===== config.mk =====
export PLATFORM = sky130hd
export DESIGN_NAME = m_dm_port_flat
export DESIGN_NICKNAME = d
export VERILOG_FILES = /design/src/rtl/m_dm_pkg.sv /design/src/rtl/m_dm_port_if.sv /design/src/rtl/m_dm_align.sv /design/src/rtl/m_dm_port.sv /design/src/flat_wrapper.sv
export SDC_FILE = /design/constraint.sdc
export NUM_CORES = 1
export LEC_CHECK = 0
export ABC_CLOCK_PERIOD_IN_PS = 3100
export CAP_MARGIN = 20
export CORE_AREA = 2 2 119 150
export DETAILED_ROUTE_END_ITERATION = 6
export DIE_AREA = 0 0 121 152
export PLACE_DENSITY = 0.67
export SLEW_MARGIN = 10
export SYNTH_ARGS = -nofsm -noshare
export SYNTH_HDL_FRONTEND = slang
export SYNTH_SLANG_ARGS = --single-unit

===== constraint.sdc =====
create_clock -name clk -period 3.1 [get_ports clk]
set_clock_uncertainty 0.05 [all_clocks]
set_input_delay 0.62 -clock clk [delete_from_list [all_inputs] [get_ports clk]]
set_output_delay 0.62 -clock clk [all_outputs]
set_load 0.05 [all_outputs]

===== src/rtl/m_dm_pkg.sv =====
// Shared definitions for the M-stage data-memory port:
// access-size codes, exception codes and the port FSM states.
package m_dm_pkg;

  localparam logic [1:0] DM_WORD = 2'b00;
  localparam logic [1:0] DM_HALF = 2'b01;
  localparam logic [1:0] DM_BYTE = 2'b10;

  localparam logic [1:0] EXC_NONE  = 2'b00;
  localparam logic [1:0] EXC_ADEL  = 2'b01;
  localparam logic [1:0] EXC_ADES  = 2'b10;
  localparam logic [1:0] EXC_BUSTO = 2'b11;

  typedef enum logic [1:0] {
    S_IDLE = 2'd0,
    S_REQ  = 2'd1,
    S_DONE = 2'd2
  } dm_state_e;

endpackage


===== src/rtl/m_dm_port_if.sv =====
// Request/acknowledge data-memory bus between the M-stage port
// (master) and the external memory (slave).
interface m_dm_port_if;

  logic        bus_req;
  logic        bus_we;
  logic [31:0] bus_addr;
  logic [3:0]  bus_byteen;
  logic [31:0] bus_wdata;
  logic        bus_ack;
  logic [31:0] bus_rdata;

  modport master (
    output bus_req, bus_we, bus_addr,
    output bus_byteen, bus_wdata,
    input  bus_ack, bus_rdata
  );

  modport slave (
    input  bus_req, bus_we, bus_addr,
    input  bus_byteen, bus_wdata,
    output bus_ack, bus_rdata
  );

endinterface


===== src/rtl/m_dm_align.sv =====
// Combinational lane logic: misalignment check, store byte enables
// and lane replication, load lane extraction with sign/zero extend.
module m_dm_align
  import m_dm_pkg::*;
(
  input  logic [1:0]  addr_lo_i,
  input  logic [1:0]  op_i,
  input  logic        sign_i,
  input  logic        store_i,
  input  logic [31:0] rt_i,
  input  logic [31:0] rdata_i,
  output logic        misal_o,
  output logic [3:0]  byteen_o,
  output logic [31:0] wdata_o,
  output logic [31:0] ldata_o
);

  logic [7:0]  lb;
  logic [15:0] lh;

  assign lb = rdata_i[{addr_lo_i, 3'b000} +: 8];
  assign lh = addr_lo_i[1] ? rdata_i[31:16] : rdata_i[15:0];

  always_comb begin
    misal_o  = 1'b0;
    byteen_o = 4'b1111;
    wdata_o  = rt_i;
    ldata_o  = rdata_i;
    unique case (1'b1)
      (op_i == DM_BYTE): begin
        if (store_i) begin
          byteen_o = 4'b0001 << addr_lo_i;
          wdata_o  = {4{rt_i[7:0]}};
        end
        ldata_o = {{24{sign_i & lb[7]}}, lb};
      end
      (op_i == DM_HALF): begin
        misal_o = addr_lo_i[0];
        if (store_i) begin
          byteen_o = addr_lo_i[1] ? 4'b1100 : 4'b0011;
          wdata_o  = {2{rt_i[15:0]}};
        end
        ldata_o = {{16{sign_i & lh[15]}}, lh};
      end
      default: misal_o = |addr_lo_i;
    endcase
  end

endmodule


===== src/rtl/m_dm_port.sv =====
// M-stage data-memory port: req/ack bus transaction with pipeline stall.
// Optional bus-ack timeout when M_DM_TIMEOUT_EN is defined.
module m_dm_port
  import m_dm_pkg::*;
#(
  parameter int TIMEOUT_CYCLES = 255
) (
  input  logic        clk,
  input  logic        reset,
  input  logic [31:0] M_ALU_out,
  input  logic [31:0] M_ReadData_rt,
  input  logic [1:0]  M_CU_DM_op,
  input  logic        M_CU_DM_sign,
  input  logic        M_CU_EN_DMWrite,
  input  logic        M_CU_EN_DMRead,
  input  logic        M_hold,
  m_dm_port_if.master bus,
  output logic        M_DM_stall,
  output logic [31:0] M_DM_rdata,
  output logic [1:0]  M_DM_exc
);

  if (TIMEOUT_CYCLES < 1 || TIMEOUT_CYCLES > 255) begin : g_to_range
    $error("TIMEOUT_CYCLES must be 1..255");
  end

  dm_state_e   state_q, state_d;
  logic        access, store, misal, pending, to_hit;
  logic [3:0]  be;
  logic [31:0] wd, ld;
  logic        req_q, we_q;
  logic [3:0]  be_q;
  logic [31:0] addr_q, wdata_q, rdata_q;

  // a load+store combination is issued as a store
  assign access  = M_CU_EN_DMRead | M_CU_EN_DMWrite;
  assign store   = M_CU_EN_DMWrite;
  assign pending = access & ~misal;

  m_dm_align u_align (
    .addr_lo_i (M_ALU_out[1:0]),
    .op_i      (M_CU_DM_op),
    .sign_i    (M_CU_DM_sign),
    .store_i   (store),
    .rt_i      (M_ReadData_rt),
    .rdata_i   (bus.bus_rdata),
    .misal_o   (misal),
    .byteen_o  (be),
    .wdata_o   (wd),
    .ldata_o   (ld)
  );

`ifdef M_DM_TIMEOUT_EN
  logic [7:0] cnt_q;
  logic       to_q;

  assign to_hit = (state_q == S_REQ) & ~bus.bus_ack &
                  (cnt_q == 8'(TIMEOUT_CYCLES - 1));

  always_ff @(posedge clk or posedge reset) begin
    if (reset) begin
      cnt_q <= '0;
      to_q  <= 1'b0;
    end else begin
      if (state_q == S_IDLE && pending)
        cnt_q <= '0;
      else if (state_q == S_REQ && !bus.bus_ack)
        cnt_q <= cnt_q + 8'd1;
      if (to_hit)
        to_q <= 1'b1;
      else if (state_q == S_DONE && !M_hold)
        to_q <= 1'b0;
    end
  end
`else
  assign to_hit = 1'b0;
`endif

  always_ff @(posedge clk or posedge reset) begin
    if (reset) state_q <= S_IDLE;
    else       state_q <= state_d;
  end

  always_comb begin
    state_d = state_q;
    unique case (state_q)
      S_IDLE: if (pending) state_d = S_REQ;
      S_REQ:  if (bus.bus_ack || to_hit) state_d = S_DONE;
      S_DONE: if (!M_hold) state_d = S_IDLE;
      default: state_d = S_IDLE;
    endcase
  end

  always_comb begin
    M_DM_stall = 1'b0;
    M_DM_exc   = EXC_NONE;
    unique case (state_q)
      S_IDLE: begin
        M_DM_stall = pending;
        if (access && misal)
          M_DM_exc = store ? EXC_ADES : EXC_ADEL;
      end
      S_REQ: M_DM_stall = 1'b1;
      S_DONE: begin
`ifdef M_DM_TIMEOUT_EN
        if (to_q) M_DM_exc = EXC_BUSTO;
`endif
      end
      default: M_DM_stall = 1'b0;
    endcase
  end

  always_ff @(posedge clk or posedge reset) begin
    if (reset) begin
      req_q   <= 1'b0;
      we_q    <= 1'b0;
      addr_q  <= '0;
      be_q    <= '0;
      wdata_q <= '0;
      rdata_q <= '0;
    end else begin
      if (state_q == S_IDLE && pending) begin
        req_q   <= 1'b1;
        we_q    <= store;
        addr_q  <= {M_ALU_out[31:2], 2'b00};
        be_q    <= be;
        wdata_q <= wd;
      end else if (state_q == S_REQ && (bus.bus_ack || to_hit)) begin
        req_q <= 1'b0;
      end
      if (state_q == S_REQ && bus.bus_ack)
        rdata_q <= ld;
    end
  end

  assign bus.bus_req    = req_q;
  assign bus.bus_we     = we_q;
  assign bus.bus_addr   = addr_q;
  assign bus.bus_byteen = be_q;
  assign bus.bus_wdata  = wdata_q;
  assign M_DM_rdata     = rdata_q;

endmodule

===== src/flat_wrapper.sv =====
// flat-port wrapper written by rule: the top's interface ports become plain ports
module m_dm_port_flat import m_dm_pkg::*;
#(
  parameter int TIMEOUT_CYCLES = 255
)
  (clk, reset, M_ALU_out, M_ReadData_rt, M_CU_DM_op, M_CU_DM_sign, M_CU_EN_DMWrite, M_CU_EN_DMRead, M_hold, M_DM_stall, M_DM_rdata, M_DM_exc, bus_bus_req, bus_bus_we, bus_bus_addr, bus_bus_byteen, bus_bus_wdata, bus_bus_ack, bus_bus_rdata);
  m_dm_port_if bus_i ();
  input  logic clk;
  input  logic reset;
  input  logic [31:0] M_ALU_out;
  input  logic [31:0] M_ReadData_rt;
  input  logic [1:0] M_CU_DM_op;
  input  logic M_CU_DM_sign;
  input  logic M_CU_EN_DMWrite;
  input  logic M_CU_EN_DMRead;
  input  logic M_hold;
  output logic M_DM_stall;
  output logic [31:0] M_DM_rdata;
  output logic [1:0] M_DM_exc;
  output wire logic [$bits(bus_i.bus_req)-1:0] bus_bus_req;
  output wire logic [$bits(bus_i.bus_we)-1:0] bus_bus_we;
  output wire logic [$bits(bus_i.bus_addr)-1:0] bus_bus_addr;
  output wire logic [$bits(bus_i.bus_byteen)-1:0] bus_bus_byteen;
  output wire logic [$bits(bus_i.bus_wdata)-1:0] bus_bus_wdata;
  input wire logic [$bits(bus_i.bus_ack)-1:0] bus_bus_ack;
  input wire logic [$bits(bus_i.bus_rdata)-1:0] bus_bus_rdata;
  assign bus_bus_req = bus_i.bus_req;
  assign bus_bus_we = bus_i.bus_we;
  assign bus_bus_addr = bus_i.bus_addr;
  assign bus_bus_byteen = bus_i.bus_byteen;
  assign bus_bus_wdata = bus_i.bus_wdata;
  assign bus_i.bus_ack = bus_bus_ack;
  assign bus_i.bus_rdata = bus_bus_rdata;
  m_dm_port #(.TIMEOUT_CYCLES(TIMEOUT_CYCLES)) u_core (.clk(clk), .reset(reset), .M_ALU_out(M_ALU_out), .M_ReadData_rt(M_ReadData_rt), .M_CU_DM_op(M_CU_DM_op), .M_CU_DM_sign(M_CU_DM_sign), .M_CU_EN_DMWrite(M_CU_EN_DMWrite), .M_CU_EN_DMRead(M_CU_EN_DMRead), .M_hold(M_hold), .bus(bus_i), .M_DM_stall(M_DM_stall), .M_DM_rdata(M_DM_rdata), .M_DM_exc(M_DM_exc));
endmodule

==> results.sh <==
export IMPL_status="finished, final reports clean"
export IMPL_cts_tree="done"
export IMPL_antenna_found_initial=0
export IMPL_rr_startpoint="u_core.state_q[1]"
export IMPL_htree_num_levels=3
export IMPL_startpoint_type="primary input"
export IMPL_rsz0062_at_grt="false"
export IMPL_whs_endpoint="u_core.M_DM_rdata[0]"
export IMPL_rows=54
export IMPL_fin_crit_sh_pct=93.5
export IMPL_drv_cap=0
export IMPL_ios=210
export IMPL_r2r_slack_ps=1280
export IMPL_grt_max_degree=103
export IMPL_die_area_um2=18400
export IMPL_grt_pass1_vias=4573
export IMPL_postCtsSetupRepairBufs=0
export IMPL_cts_root_buf="clkbuf_16"
export IMPL_fin_crit_ps=2900
export IMPL_tightestPinTransition_ps=634
export IMPL_hp_start="u_core.M_DM_rdata[0]"
export IMPL_critPathMaxFanout=4
export IMPL_wl_um=15600
export IMPL_grt_pass1_wl_um=24300
export IMPL_max_freq_mhz=345
export IMPL_chipWidth_um=121
export IMPL_crit_required_ps=2430
export IMPL_syn_area_um2=5000
export IMPL_overflow=0
export IMPL_clk_pin_slew_ps=60
export IMPL_numCtsBuffers=9
export IMPL_ir_drop_mv=0.699
export IMPL_drive_gt1_share_pct=13.8
export IMPL_grtUsageTotal_pct=16.8
export IMPL_nets=770
export IMPL_multi_input_area_um2=2120
export IMPL_regToRegEndpoint="u_core.M_DM_rdata[31]"
export IMPL_final_setup_viol_count=0
export IMPL_postCtsHoldBufs=0
export IMPL_clkLatencyLatePin_ps=340
export IMPL_drtIter0Drc=318
export IMPL_postSynthCellCount=468
export IMPL_routabilityCongestion=0.847
export IMPL_r2r_cells=3
export IMPL_wl_per_cell_um=17.5
export IMPL_maxSlewHeadroom_pct=57.7
export IMPL_portBuffers=207
export IMPL_synth_ff_type="dfrtp_1"
export IMPL_power_uw=8440
export IMPL_synthArstFlopShare_pct=100
export IMPL_viasPerCell=4.95
export IMPL_synth_edff_count=0
export IMPL_clock_sinks=102
export IMPL_min_path_cells=2
export IMPL_hold_class="reg -> reg"
export IMPL_clk_path_buf_depth=2
export IMPL_final_max_slew_viol_count=0
export IMPL_start_util_pct=29.2
export IMPL_synthDistinctLibCells=46
export IMPL_firstDrtPassIters=4
export IMPL_seq_area_um2=2550
export IMPL_fillers=1633
export IMPL_place_inst=876
export IMPL_cts_resized=0
export IMPL_dpl_hpwl_um=11800
export IMPL_drtAntennaViolNets=0
export IMPL_critPathArrivalTime_ps=2230
export IMPL_vias=4409
export IMPL_syn_to_final_growth_pct=51.4
export IMPL_path_class="in -> out"
export IMPL_ys_seq_area_share_pct=51.1
export IMPL_dieHeight_um=152
export IMPL_leakage_uw=0.00318
export IMPL_tns_ps=0
export IMPL_drc=0
export IMPL_hold_viol=0
export IMPL_fin_cells=891
export IMPL_worstSetupEndpointType="output port"
export IMPL_core_area_um2=17100
export IMPL_ys_warn_count=0
export IMPL_antenna_diode_count=0
export IMPL_ys_seq_elements=102
export IMPL_powerDensity_nw_per_um2=1120
export IMPL_synth_area_per_cell_um2=10.7
-- worst max-delay path, cell delays in order --
cell,delay (ps)
clkdlybuf4s50_1,480
inv_1,50
ha_1,350
o21ai_2,200
o211ai_1,140
a21oi_1,160
buf_4,210
-- per-layer routing --
layer	global-route usage, %	part of all wire (%)	wire length [µm]
met1	19.9	39	6120
met4	5.48	1.8	281
met2	28.3	50	7820
met5	0	0	0
met3	5.78	9.0	1400
-- logic make-up (layout without fill, tap and decap cells) --
logic type / after synthesis / count (layout) / share of synthesized area [%]
simple gates: 114 / 114 / 11.3
other cells: 1 / 2 / 0.0750
compound gates: 135 / 135 / 18.7
buf+inv: 64 / 262 / 6.53
flops: 102 / 102 / 51.1
mux: 50 / 50 / 11.7
fa+ha+maj: 2 / 2 / 0.501
-- synth_stat cells (2+ instances only) --
cell	number	area [µm²]
buf_1	2	7.51
o221ai_1	6	52.6
clkbuf_1	16	60.1
a311oi_1	8	70.1
nor3_1	2	10.0
nand3b_1	9	67.6
mux2i_4	2	45.0
a22o_1	16	140
nand2b_1	5	31.3
o21ai_1	2	10.0
buf_2	6	30.0
buf_4	11	82.6
a31oi_1	4	25.0
dfrtp_1	102	2550
a221oi_1	8	70.1
nor2_1	4	15.0
a22oi_1	15	113
mux2_2	46	518
nand3_1	34	170
o21ai_0	29	145
o22ai_1	2	12.5
a21oi_1	32	160
inv_1	23	86.3
buf_6	5	56.3
ha_1	2	25.0
o21a_1	8	60.1
nand2_1	50	188
-- state kept, by name, indices dropped and copies added (netlist names) --
register and flops:
u_core.M_DM_rdata 32, u_core.bus.bus_wdata 32, u_core.bus.bus_addr 30, u_core.bus.bus_byteen 4
u_core.state_q 2, u_core.bus.bus_req 1, u_core.bus.bus_we 1
-- through the flow --
| step | hold WS [ps] | instance area (µm²) | util (%) | setup slack, ps |
|---|---|---|---|---|
| finish | 431 | 7570 | 44.3 | 202 |
| global route | 462 | 7570 | 44.3 | 75.0 |
| CTS | 434 | 7570 | 44.3 | 178 |
| detailed placement | 419 | 7280 | 42.6 | 201 |
| global placement | 418 | 7280 | 42.6 | 223 |
| floorplan | 417 | 5000 | - | 270 |
-- worst max path at each step --
stage	from	end	slack (ps)	depth (start not counted)
2_1_floorplan	M_CU_DM_op[0]	M_DM_stall	270	6
3_3_place_gp	M_CU_DM_op[0]	M_DM_stall	220	7
3_5_place_dp	M_CU_DM_op[0]	M_DM_stall	200	7
4_1_cts	M_CU_DM_op[0]	M_DM_stall	180	7
5_1_grt	M_CU_DM_op[0]	M_DM_stall	70	7
6_report	M_CU_DM_op[0]	M_DM_stall	200	7
-- cells in the final DEF (no fill, tap or decap), drive strengths merged, types with 2 or more instances in the layout --
cell type      synthesis  routed
a221oi                 8       8
inv                   24      25
mux2i                  4       4
a22oi                 15      15
nand3b                 9       9
o221ai                 6       6
nor2                   4       4
o21ai                 32      32
buf                   24      19
a22o                  16      16
a21oi                 32      32
o21a                   8       8
nand2                 50      50
conb                   1       2
mux2                  46      46
clkdlybuf4s50          0     204
clkinvlp               0       2
clkbuf                16      11
nor2b                  2       2
a31oi                  4       4
nor3                   2       2
nand3                 34      34
nand2b                 5       5
dfrtp                102     102
ha                     2       2
o22ai                  2       2
or2                    2       2
a311oi                 9       9
-- where the power goes --
group / internal, µW / leakage (µW) / switching [µW]
Clock: 589 / 0.000138 / 507
Combinational: 1730 / 0.00182 / 3270
Sequential: 1980 / 0.00122 / 370
-- area by class of cell --
class	count	area share [%]
Tap cell	224	3.70
Inverter	24	1.24
Clock buffer	11	3.34
Multi-Input combinational cell	303	28.0
Clock inverter	4	0.397
Sequential cell	102	33.7
Timing Repair Buffer	223	29.5
(Power assumes the default switching activity.)
==> edit 1, RTL diff (same settings) <==
The option `M_DM_TIMEOUT_EN` is turned on by a define.
--- a/src/rtl/m_dm_port.sv
+++ b/src/rtl/m_dm_port.sv
@@ -2,2 +2,4 @@
 // Optional bus-ack timeout when M_DM_TIMEOUT_EN is defined.
+`define M_DM_TIMEOUT_EN
+
 module m_dm_port
Formal check against the unedited RTL: same outputs for any inputs over 10 cycles, from zero or initial values and one cycle with reset high; that may be too few to reach the edited logic, so the function may still have changed.
==> edit 1 against the original RTL <==
  * Final cell count is 7.0% higher
  * Routed wire length is 6.4% higher
  * Synthesized cell count is 11% higher
  * Setup slack worse by 84 ps
  * Power is 9.6% higher
  * Largest power group unchanged
  * Area after synthesis is 8.2% higher
  * Design area is 7.9% higher
  * Sequential cell count is 9 higher
  * Highest routed layer is now met5
==> edit 1: results (changes against the original RTL) <==
Outcome: finished, final reports clean
Vias in the first global route: 4,971 (+8.7%)
Via density: 5.06 (+2.2%)
Layout Nets: 833 (+8.2%)
Placed Instances: 937 (+7.0%)
Signal buf overhead: 28.1% (-1.4 points)
Proportion of layout cells with a drive suffix above 1: 13.4% (-0.35 points)
Power Clock: 1360 µW (+24%)
Comb power: 5320 µW (+6.6%)
Pre-CTS WS: 44.4 ps (-157 ps)
Placer Congestion: 0.818 (-3.4%)
Antenna violations before repair: 1 (+1)
Peak VDD IR: 0.469 mV (-33%)
Compound-Gate Fraction of Synth Area: 21.4% (+2.6 points)
First-pass GRT wire length: 26,200 µm (+7.5%)
Invs w/o clock: 18 (-25%)
Sequential cell area share: 34.0% (+0.29 points)
Multi-In Gates: 353 (+17%)
Dpl hpwl: 12,200 µm (+3.6%)
Critical path fanouts, max: 3 (-1)
CTS Sinks: 111 (+8.8%)
Synth cell count leaders: 111 x dfrtp_1, 56 x o21ai_0, 49 x a21oi_1, 45 x nand2_1, 40 x mux2_2
XOR/XNOR share of the synthesized area: 0.810% (+0.81 points)
Footprint of the multi-input gates: 0.00238 mm² (+12%)
Synth unique cells: 52 (+13%)
Critical Path AT: 2310 ps (+80 ps)
Max transition margin: 59.3% (+1.6 points)
Tot GR Track Use: 17.9% (+1.1 points)
Maximum number of pins on one net before global-route repair: 112 (+8.7%)
Drt total wl: 16,600 µm (+6.4%)
Most area-consuming cells after synthesis: dfrtp_1 51%, mux2_2 8.3%, o21ai_0 5.2%
Fin crit period: 2980 ps (+83.7 ps)
Mapped Cells: 521 (+11%)
Register area share after synthesis: 51.4% (+0.30 points)
Switch Pwr: 4420 µW (+6.7%)
[edit 1: per-layer routing]
layer / GRT usage (%) / part of all wire [%] / vias to the layer above / wire length [µm]
met2: 31.1 / 50 / 188 / 8330
met1: 21.3 / 40 / 2330 / 6730
met3: 5.86 / 8.3 / 15 / 1390
met4: 3.93 / 1.0 / 2 / 172
met5: 0 / 0.048 / - / 8
li1: - / - / 2284 / -
[edit 1: worst min path at each step]
stage	from	endpoint	slack, ps	cells after the start
6_report	u_core.bus.bus_wdata[26]	u_core.bus.bus_wdata[26]	430	2
5_1_grt	u_core.bus.bus_wdata[23]	u_core.bus.bus_wdata[23]	460	2
4_1_cts	u_core.bus.bus_wdata[26]	u_core.bus.bus_wdata[26]	440	2
3_5_place_dp	u_core.bus.bus_wdata[26]	u_core.bus.bus_wdata[26]	420	2
3_3_place_gp	u_core.M_DM_rdata[0]	u_core.M_DM_rdata[0]	410	2
2_1_floorplan	u_core.to_q	u_core.to_q	420	2
==> edit 2, RTL diff (config.mk and constraints unchanged) <==
Without the edit above. Re-encode `dm_state_e` (3 states) as one-hot, 3 bits wide.
--- a/src/rtl/m_dm_pkg.sv
+++ b/src/rtl/m_dm_pkg.sv
@@ -13,6 +13,6 @@
 
-  typedef enum logic [1:0] {
-    S_IDLE = 2'd0,
-    S_REQ  = 2'd1,
-    S_DONE = 2'd2
+  typedef enum logic [2:0] {
+    S_IDLE = 3'b001,
+    S_REQ  = 3'b010,
+    S_DONE = 3'b100
   } dm_state_e;
Function: no difference found for any inputs over 10 cycles, from zero or initial values and one cycle with reset high; not proved beyond that.
==> edit 2 against the original RTL <==
  * Synthesized cell count is 7.5% higher
  * Routed wire length up 12%
  * Area after synthesis increased by 5.6%
  * Fmax is 3.7% higher
  * Design area up 3.3%
  * Count of clock-buffer cells in the layout down 1
  * Sequential cell count grew 1
  * Combinational power is 9.4% higher
  * Register-to-register slack worse by 370 ps
  * Non-clock buffer count up 4
  * Power up 6.0%
  * Critical path depth unchanged
  * Setup slack better by 100 ps
  * Largest power group unchanged
==> edit 2: results (changes against the original RTL) <==
Proportion of layout cells with a drive suffix above 1: 15.3% (+1.5 points)
FF-to-FF Start: u_core.state_q[0]
Placed Instances: 901 (+2.9%)
Placer Congestion: 0.903 (+6.6%)
Outcome: finished, final reports clean
First-pass GRT wire length: 27,900 µm (+15%)
Critical Path End: M_DM_exc[0]
Fin cells: 916 (+2.8%)
Worst-case reg-to-reg path depth: 5 (+2)
Static leakage: 0.00302 µW (-5.0%)
Register area share after synthesis: 48.9% (-2.2 points)
Layout Nets: 795 (+3.2%)
Most area-consuming cells after synthesis: dfrtp_1 48%, mux2_2 10%, a31oi_1 8.1%
Routed len/inst: 19.1 µm (+8.7%)
Maximum number of pins on one net before global-route repair: 104 (+0.97%)
Dpl hpwl: 12,800 µm (+8.3%)
Hold EP: u_core.bus.bus_req
Via density: 5.29 (+6.9%)
Pint: 4510 µW (+5.0%)
Reg2reg end: u_core.bus.bus_wdata[4]
Tot GR Track Use: 19.2% (+2.4 points)
Beginning of the worst hold path: u_core.bus.bus_req
Iter 0 DRT Violations: 331 (+4.1%)
Synth cell count leaders: 102 x dfrtp_1, 68 x a31oi_1, 48 x mux2_2, 32 x a21oi_1, 30 x nand2_1
Synth unique cells: 48 (+4.3%)
Vias in the first global route: 5,119 (+12%)
Mapped Cells: 503 (+7.5%)
edit 2: stage by stage:
| stage | worst slack, ps | power [µW] | hold slack, ps |
|---|---|---|---|
| 3_5_place_dp | 311 | 7950 | 445 |
| 3_3_place_gp | 328 | 7860 | 425 |
| 4_1_cts | 306 | 9040 | 459 |
| 5_1_grt | 219 | 9380 | 469 |
| 2_1_floorplan | 167 | 6020 | 453 |
| 6_report | 305 | 8950 | 449 |
edit 2: final cells by class:
type | count | area, µm²
Fill cell | 1615 | 9280
Timing Repair Buffer | 227 | 2260
Multi-Input combinational cell | 342 | 2400
Inverter | 5 | 22.5
Tap cell | 224 | 280
Sequential cell | 103 | 2580
Clock inverter | 5 | 36.3
Clock buffer | 10 | 229
edit 2: metal layers:
layer	vias to the layer above	global-route usage, %	wire [µm]	share of wire [%]
met1	2370	23.5	6790	39
met4	0	6.98	513	2.9
met3	37	5.22	1320	7.6
li1	2216	-	-	-
met5	-	0	0	0
met2	224	32.0	8850	51
edit 2: worst max-delay path, delay by kind of cell:
kind,cells,cell delay (ps)
AO/OA/AOI/OAI,1,90
adder cells (fa/ha/maj),1,370
buffers and inverters,3,680
AND/OR/NAND/NOR,2,360
edit 2: power by group through the flow:
stage               Sequential [µW]  Combinational, µW  Clock [µW]
floorplan                      4730               1290           0
global placement               2430               5420           0
detailed placement             2460               5490           0
CTS                            2450               5500        1090
global route                   2530               5710        1150
finish                         2440               5460        1050
edit 2: logic make-up (layout without fill, tap and decap cells):
group	after synthesis	after routing	share of synthesized area, %
AOI/OAI and AO/OA	160	160	19.2
and+or+nand+nor	113	113	11.8
DFF	103	103	48.9
muxes	65	65	13.6
buffers and inverters	59	247	6.00
adders and majority gates	2	2	0.474
other	1	2	0.0710
